--- config.mk ---
export PLATFORM = sky130hd
export DESIGN_NAME = operand_bank
export DESIGN_NICKNAME = d
export VERILOG_FILES = /design/src/rtl/operand_bank.sv
export SDC_FILE = /design/constraint.sdc
export NUM_CORES = 1
export LEC_CHECK = 0
export CAP_MARGIN = 20
export CORE_ASPECT_RATIO = 0.8
export CORE_MARGIN = 2
export CORE_UTILIZATION = 40
export CTS_BUF_LIST = sky130_fd_sc_hd__clkbuf_16
export DETAILED_ROUTE_END_ITERATION = 10
export GPL_TIMING_DRIVEN = 0
export MAX_ROUTING_LAYER = met4
export PLACE_DENSITY = 0.59
export SLEW_MARGIN = 20
export SYNTH_ARGS = -nofsm -noshare
export SYNTH_HDL_FRONTEND = slang
export SYNTH_SLANG_ARGS = --single-unit
--- constraint.sdc ---
create_clock -name clock -period 2.1 [get_ports clock]
set_input_delay 0.525 -clock clock [delete_from_list [all_inputs] [get_ports clock]]
set_output_delay 0.525 -clock clock [all_outputs]
set_load 0.05 [all_outputs]
--- src/rtl/operand_bank.sv ---
// Operand bank: strobe-driven A/B/func registers, registered ALU result
// and a select-driven display register.
module operand_bank #(
  parameter int WIDTH   = 4,
  parameter int F_COUNT = 8
) (
  input  logic             clock,
  input  logic             reset,
  input  logic             inc_a,
  input  logic             dec_a,
  input  logic             inc_b,
  input  logic             dec_b,
  input  logic             inc_f,
  input  logic             dec_f,
  input  logic [2:0]       sel,
  output logic [WIDTH-1:0] op_a,
  output logic [WIDTH-1:0] op_b,
  output logic [2:0]       func,
  output logic [WIDTH-1:0] result,
  output logic             carry,
  output logic [WIDTH-1:0] disp_val,
  output logic [2:0]       disp_sel,
  output logic             changed
);

  localparam logic [WIDTH-1:0] ONE   = WIDTH'(1);
  localparam logic [2:0]       F_MAX = 3'(F_COUNT - 1);

  logic [5:0] strb, s1, s2, s3, ev;
  logic [2:0] sel_s1, sel_s2;

  logic [WIDTH-1:0] a_nx, b_nx;
  logic [2:0]       f_nx;
  logic             upd;

  logic [WIDTH:0]   sum;
  logic [WIDTH-1:0] alu_r;
  logic             alu_c;
  logic [7:0]       f_ext;
  logic [WIDTH-1:0] dv_nx;
  logic [2:0]       ds_nx;

  assign strb = {dec_f, inc_f, dec_b, inc_b, dec_a, inc_a};
  assign ev   = s2 & ~s3;

  // Sync flops reset high so a strobe held across reset is not an edge
  always_ff @(posedge clock) begin
    if (reset) begin
      s1     <= '1;
      s2     <= '1;
      s3     <= '1;
      sel_s1 <= '0;
      sel_s2 <= '0;
    end else begin
      s1     <= strb;
      s2     <= s1;
      s3     <= s2;
      sel_s1 <= sel;
      sel_s2 <= sel_s1;
    end
  end

  always_comb begin
    a_nx = op_a;
    b_nx = op_b;
    f_nx = func;
    if (ev[0] && !ev[1]) a_nx = op_a + ONE;
    if (ev[1] && !ev[0]) a_nx = op_a - ONE;
    if (ev[2] && !ev[3]) b_nx = op_b + ONE;
    if (ev[3] && !ev[2]) b_nx = op_b - ONE;
    if (ev[4] && !ev[5])
      f_nx = (func == F_MAX) ? 3'd0 : func + 3'd1;
    if (ev[5] && !ev[4])
      f_nx = (func == 3'd0) ? F_MAX : func - 3'd1;
    upd = (a_nx != op_a) || (b_nx != op_b)
       || (f_nx != func);
  end

  always_comb begin
    sum   = {1'b0, op_a} + {1'b0, op_b};
    alu_r = '0;
    alu_c = 1'b0;
    unique case (func)
      3'd0: begin
        alu_r = sum[WIDTH-1:0];
        alu_c = sum[WIDTH];
      end
      3'd1: begin
        alu_r = op_a - op_b;
        alu_c = (op_a < op_b);
      end
      3'd2: alu_r = op_a & op_b;
      3'd3: alu_r = op_a | op_b;
      3'd4: alu_r = op_a ^ op_b;
      3'd5: alu_r = ~op_a;
      3'd6: begin
        alu_r = {op_a[WIDTH-2:0], 1'b0};
        alu_c = op_a[WIDTH-1];
      end
      3'd7: begin
        alu_r = {1'b0, op_a[WIDTH-1:1]};
        alu_c = op_a[0];
      end
    endcase
  end

  always_comb begin
    f_ext = {5'd0, func};
    dv_nx = result;
    ds_nx = 3'b000;
    case (sel_s2)
      3'b001: begin
        dv_nx = op_a;
        ds_nx = 3'b001;
      end
      3'b010: begin
        dv_nx = op_b;
        ds_nx = 3'b010;
      end
      3'b100: begin
        dv_nx = f_ext[WIDTH-1:0];
        ds_nx = 3'b100;
      end
      default: begin
        dv_nx = result;
        ds_nx = 3'b000;
      end
    endcase
  end

  always_ff @(posedge clock) begin
    if (reset) begin
      op_a     <= '0;
      op_b     <= '0;
      func     <= '0;
      result   <= '0;
      carry    <= 1'b0;
      disp_val <= '0;
      disp_sel <= '0;
      changed  <= 1'b0;
    end else begin
      op_a     <= a_nx;
      op_b     <= b_nx;
      func     <= f_nx;
      result   <= alu_r;
      carry    <= alu_c;
      disp_val <= dv_nx;
      disp_sel <= ds_nx;
      changed  <= upd;
    end
  end

endmodule

# Word-level counts from Yosys, hierarchy flattened
# Cells that the tools add are included.
[op_classes] addsub=8 muxes=12 n_reduce_logical=15 n_lt_le_gt_ge=1 eq_ne=13 n_bitwise=6
[op_table] op="$pmux W4 S8" n=1
[op_table] op="$mux W4" n=4
[op_table] op="$eq A3 B3 Y1 const B" n=5
[op_table] op="$mux W3" n=4
[op_table] op="$pmux W4 S3" n=1
[op_table] op="$eq A3 B2 Y1 const B" n=3
[op_table] op="$pmux W3 S3" n=1
[op_table] op="$add A4 B1 Y4 const B" n=2
[op_table] op="$ne A4 B4 Y1" n=2
[op_table] op="$sub A4 B1 Y4 const B" n=2
[op_table] op="$and A6 B6 Y6" n=1
[op_table] op="$eq A3 B1 Y1 const B" n=2
[op_table] op="$logic_and A1 B1 Y1" n=6
[op_table] op="$logic_not A1 Y1" n=6
[op_table] op="$not A6 Y6" n=1
[op_table] op="$add A4 B4 Y5" n=1
[op_table] op="$and A4 B4 Y4" n=1
[op_table] op="$lt A4 B4 Y1" n=1
[op_table] op="$not A4 Y4" n=1
[op_table] op="$or A4 B4 Y4" n=1
[op_table] op="$pmux W1 S4" n=1
[op_table] op="$sub A4 B4 Y4" n=1
[op_table] op="$xor A4 B4 Y4" n=1
[op_table] op="$add A3 B1 Y3 const B" n=1
[op_table] op="other kinds (4)" n=5
[totals] register_bits=48 input_bits=11 out_inout_bits=24

# Logic depth before layout (Yosys ltp)
[logic_depth] word_depth=9 mapped_depth=8

# Worst setup path before layout
# OpenSTA, ideal clock, no wires.
[synth_path] path_type="reg2reg" from="register op_a[1]" to="register result[3]" t_required_ps=2005 setup_slack_ps=-57 arrival_ps=2061 synth_period_minus_slack_ps=2157 stages_incl_launch_ff=7 cell_sequence="dfxtp_1 -> inv_1 -> ha_1 -> a21o_1 -> a21oi_1 -> xor2_1 -> a221oi_1"
[synth_via] elab_chain_len=2 word_cells_on_any_way=3 classes_between="add/sub (2); mux (1)"
[synth_lines] element="from (decl)" line="16" rtl="output logic [WIDTH-1:0] op_a,"
[synth_lines] element="from (signal assigned)" line="142" rtl="op_a <= a_nx;"
[synth_lines] element="$sub A4 B4 Y4 / $add A4 B4 Y5 (equally long branches)" line="89, 80"
[synth_lines] element="$pmux W4 S8 (*)" line="83" rtl="unique case (func)"
[synth_lines] element="to (signal assigned)" line="145" rtl="result <= alu_r;"
[synth_lines] element="to (decl)" line="19" rtl="output logic [WIDTH-1:0] result,"
# Every way passes the cells marked *; elsewhere a longest branch is shown, timed or not.
# A chain may end at the register's enable or synchronous reset.

# Worst setup path in the final report
[layout_path] from="register op_a[0]" to="output op_a[0]"
# No word-level cell between the ends.

==> key figures <==
Synth
  – Post-synth top area share: roughly 37%
  – Sequential area share after synthesis: a little under two fifths
  – Syn_area_per_cell: between 9 and 10 um2
  – Syn_nets: 319
  – Synth area leader: dfxtp_1
  – Commonest cells post-synth: dfxtp_1, ha_1, inv_1, or2_2, nor2b_1
  – EDFF count, synth: 0
  – Async SR Flop Fraction: 0%
  – Ys flop type: dfxtp_1
  – Synth Instances: between 200 and 300
  – Mapped Area: 2570 um2
  – Ys Warns: 0
  – Synth Register Bits: 48
  – Yosys cell types: 52
  – Synth area leaders: dfxtp_1, ha_1, or2_2
  – Most instantiated library cell after synthesis: dfxtp_1

Floorplan
  – Top Ports: 35
  – Die width: between 90 and 100 um
  – DIE AREA: around 7100 um2
  – # rows: 26
  – Die Height: 75.7 um
  – Initial Util: about two fifths
  – Core area: about 6300 um2

Timing
  – Relative slew slack: 61.8%
  – Fin crit share: around 100%
  – Worst Tran Pin Value: 0.573 ns
  – Final WS setup: about 0.053 ns
  – Final setup viols: 0
  – Max Slew Vio Count: 0
  – Final min period: 2.05 ns
  – Final hold vios: 0
  – F_max: between 400 and 500 MHz
  – TNS Setup: 0 ns
  – Worst Clk Skew: 0.00739 ns
  – Final hold slack: about 0.4 ns
  – RSZ-0062 raised after global routing: false

Flow run
  – MaxCap Viol Count: 0

Status
  – Run status: finished clean

GRT
  – Largest net degree at the start of global routing: 16
  – Antenna violations before repair: 0
  – Global-route wire length before repair: 9930 um
  – GR Overflow Total: 0
  – Vias in the first global route: around 1,900
  – Total GRT Usage: a little under a fifth

Setup path
  – Cell chain of the critical path: clkdlybuf4s50_1
  – Crit. End Element: primary output
  – Worst setup path class: reg -> out
  – CP startpoint kind: register
  – Critical path's top delay family: buffers and inverters
  – Max stage delay on crit path: just over 0.8 ns
  – Buf+Inv Stages, Crit Path: 1
  – Critical path arrival: between 1.5 and 2 ns
  – Req. time, crit path: ~1.6 ns
  – Crit-path max FO: 4
  – Slowest cell on crit path: clkdlybuf4s50_1

Clocking
  – CTS Buf Count: 5
  – H-tree depth: 2
  – Clock sink total: 48
  – Worst-Skew Late Latency: 0.29 ns
  – Post-CTS Hold Fix Bufs: 0
  – Clock slew at reported path FFs: roughly 0.07 ns
  – Root Buffer: clkbuf_16
  – CTS tree: built
  – Max Root-Sink Buffers: 2

Finish
  – Fin util: between 50% and 60%
  – Final Net Count: between 300 and 400
  – N_diodes: 0
  – Area growth from synthesis to layout: 23.0%
  – Non-Filler Instances: a little over 400
  – Ratio of cells with drive above 1 in the final layout: between 10% and 20%

Route
  – Post-DRT Antenna Nets: 0
  – TritonRoute pass-1 iters: 5
  – Vias: roughly 2,100
  – Wire length per cell: around 14 um
  – Initial DRC Count: 160
  – Drt total wl: 5920 um
  – DR DRC count: 0
  – Vias per inst: roughly 5.2

Placed design
  – GP Congestion: about 0.86
  – HPWL after detailed placement: roughly 4300 um
  – Post-Place Cells: 401
  – Pre-CTS setup slack: -0.128 ns
  – # port buffers: 34

Power and ir drop
  – Pwr dens: around 800 nW/um2
  – Peak supply drop: between 0.3 and 0.4 mV
  – Leak: 0.00127 uW

Min path
  – Hold WC Path Type: reg -> reg
==> final timing paths <==
kind,start,end,slack (ns),depth (start not counted)
max,op_a[0],op_a[0],0.05,1
min,s1[2],s2[2],0.41,1
max reg2reg,op_a[0],result[2],0.17,8
min reg2reg,s1[2],s2[2],0.41,1
==> flip-flops by register name (all words and copies together), names as in the netlist <==
| name | count |
|---|---|
| carry | 1 |
| changed | 1 |
| disp_sel | 3 |
| disp_val | 4 |
| func | 3 |
| op_a | 4 |
| op_b | 4 |
| result | 4 |
| s1 | 6 |
| s2 | 6 |
| s3 | 6 |
| sel_s1 | 3 |
| sel_s2 | 3 |
==> repair_timing <==
item                                    4_1_cts  5_1_grt
resized for setup                             9        7
endpoints found under the setup margin        9        4
setup buffers                                 0        0
==> metrics by stage <==
stage | total power, uW | instance area (um2)
final | 2510 | 3160
after global routing | 2630 | 3160
after CTS | 2530 | 3150
after detailed placement | 1730 | 3020
after global placement | 1730 | 3020
after floorplan | 1520 | 2570
==> per-layer routing <==
| layer | share of wire (%) | up-vias | track usage [%] |
|---|---|---|---|
| met1 | 49 | 979 | 25.8 |
| met4 | 0.90 | 0 | 4.35 |
| met2 | 44 | 65 | 28.9 |
| met5 | 0 | - | - |
| met3 | 6.6 | 7 | 4.45 |
| li1 | - | 1069 | - |
==> logic make-up after synthesis <==
logic type                 Yosys count  share of synthesized area (%)
AOI/OAI and AO/OA                   57                           15.8
xor gates and xnor gates             9                           3.07
adders and majority gates           25                           12.7
buffers and inverters               28                           4.72
DFF                                 48                           37.4
muxes                                2                          0.827
and+or+nand+nor                    114                           25.5
==> cell type report <==
type	instances	area, um2
buffer	10	55.1
clock buffer	5	125
clock inverter	3	18.8
fill	641	3150
inverter	18	67.6
multi-input combinational	207	1490
sequential	48	967
tap	84	105
timing repair buffer	34	329
==> power by group <==
part	internal, uW	total, uW	switching, uW
sequential	977	1050	77.2
clock	440	806	366
combinational	260	653	393
==> cells in the final DEF, fill, tap and decap left out, types with 3 or more instances in the layout <==
master           count
a211oi_1             3
a21oi_1             12
a222oi_1             3
and3_1               5
clkbuf_1             5
clkbuf_16            5
clkdlybuf4s50_1     25
dfxtp_1             43
dfxtp_2              5
dlygate4sd2_1        9
ha_1                21
inv_1               18
nand2_1             13
nand2b_1            10
nand3_1              6
nor2_1              15
nor2b_1             16
nor3_1              10
nor3b_1              7
nor4_1               3
o21ai_0             14
or2_2               18
xnor2_1              8
No activity file was read; power rests on OpenSTA's default activity.
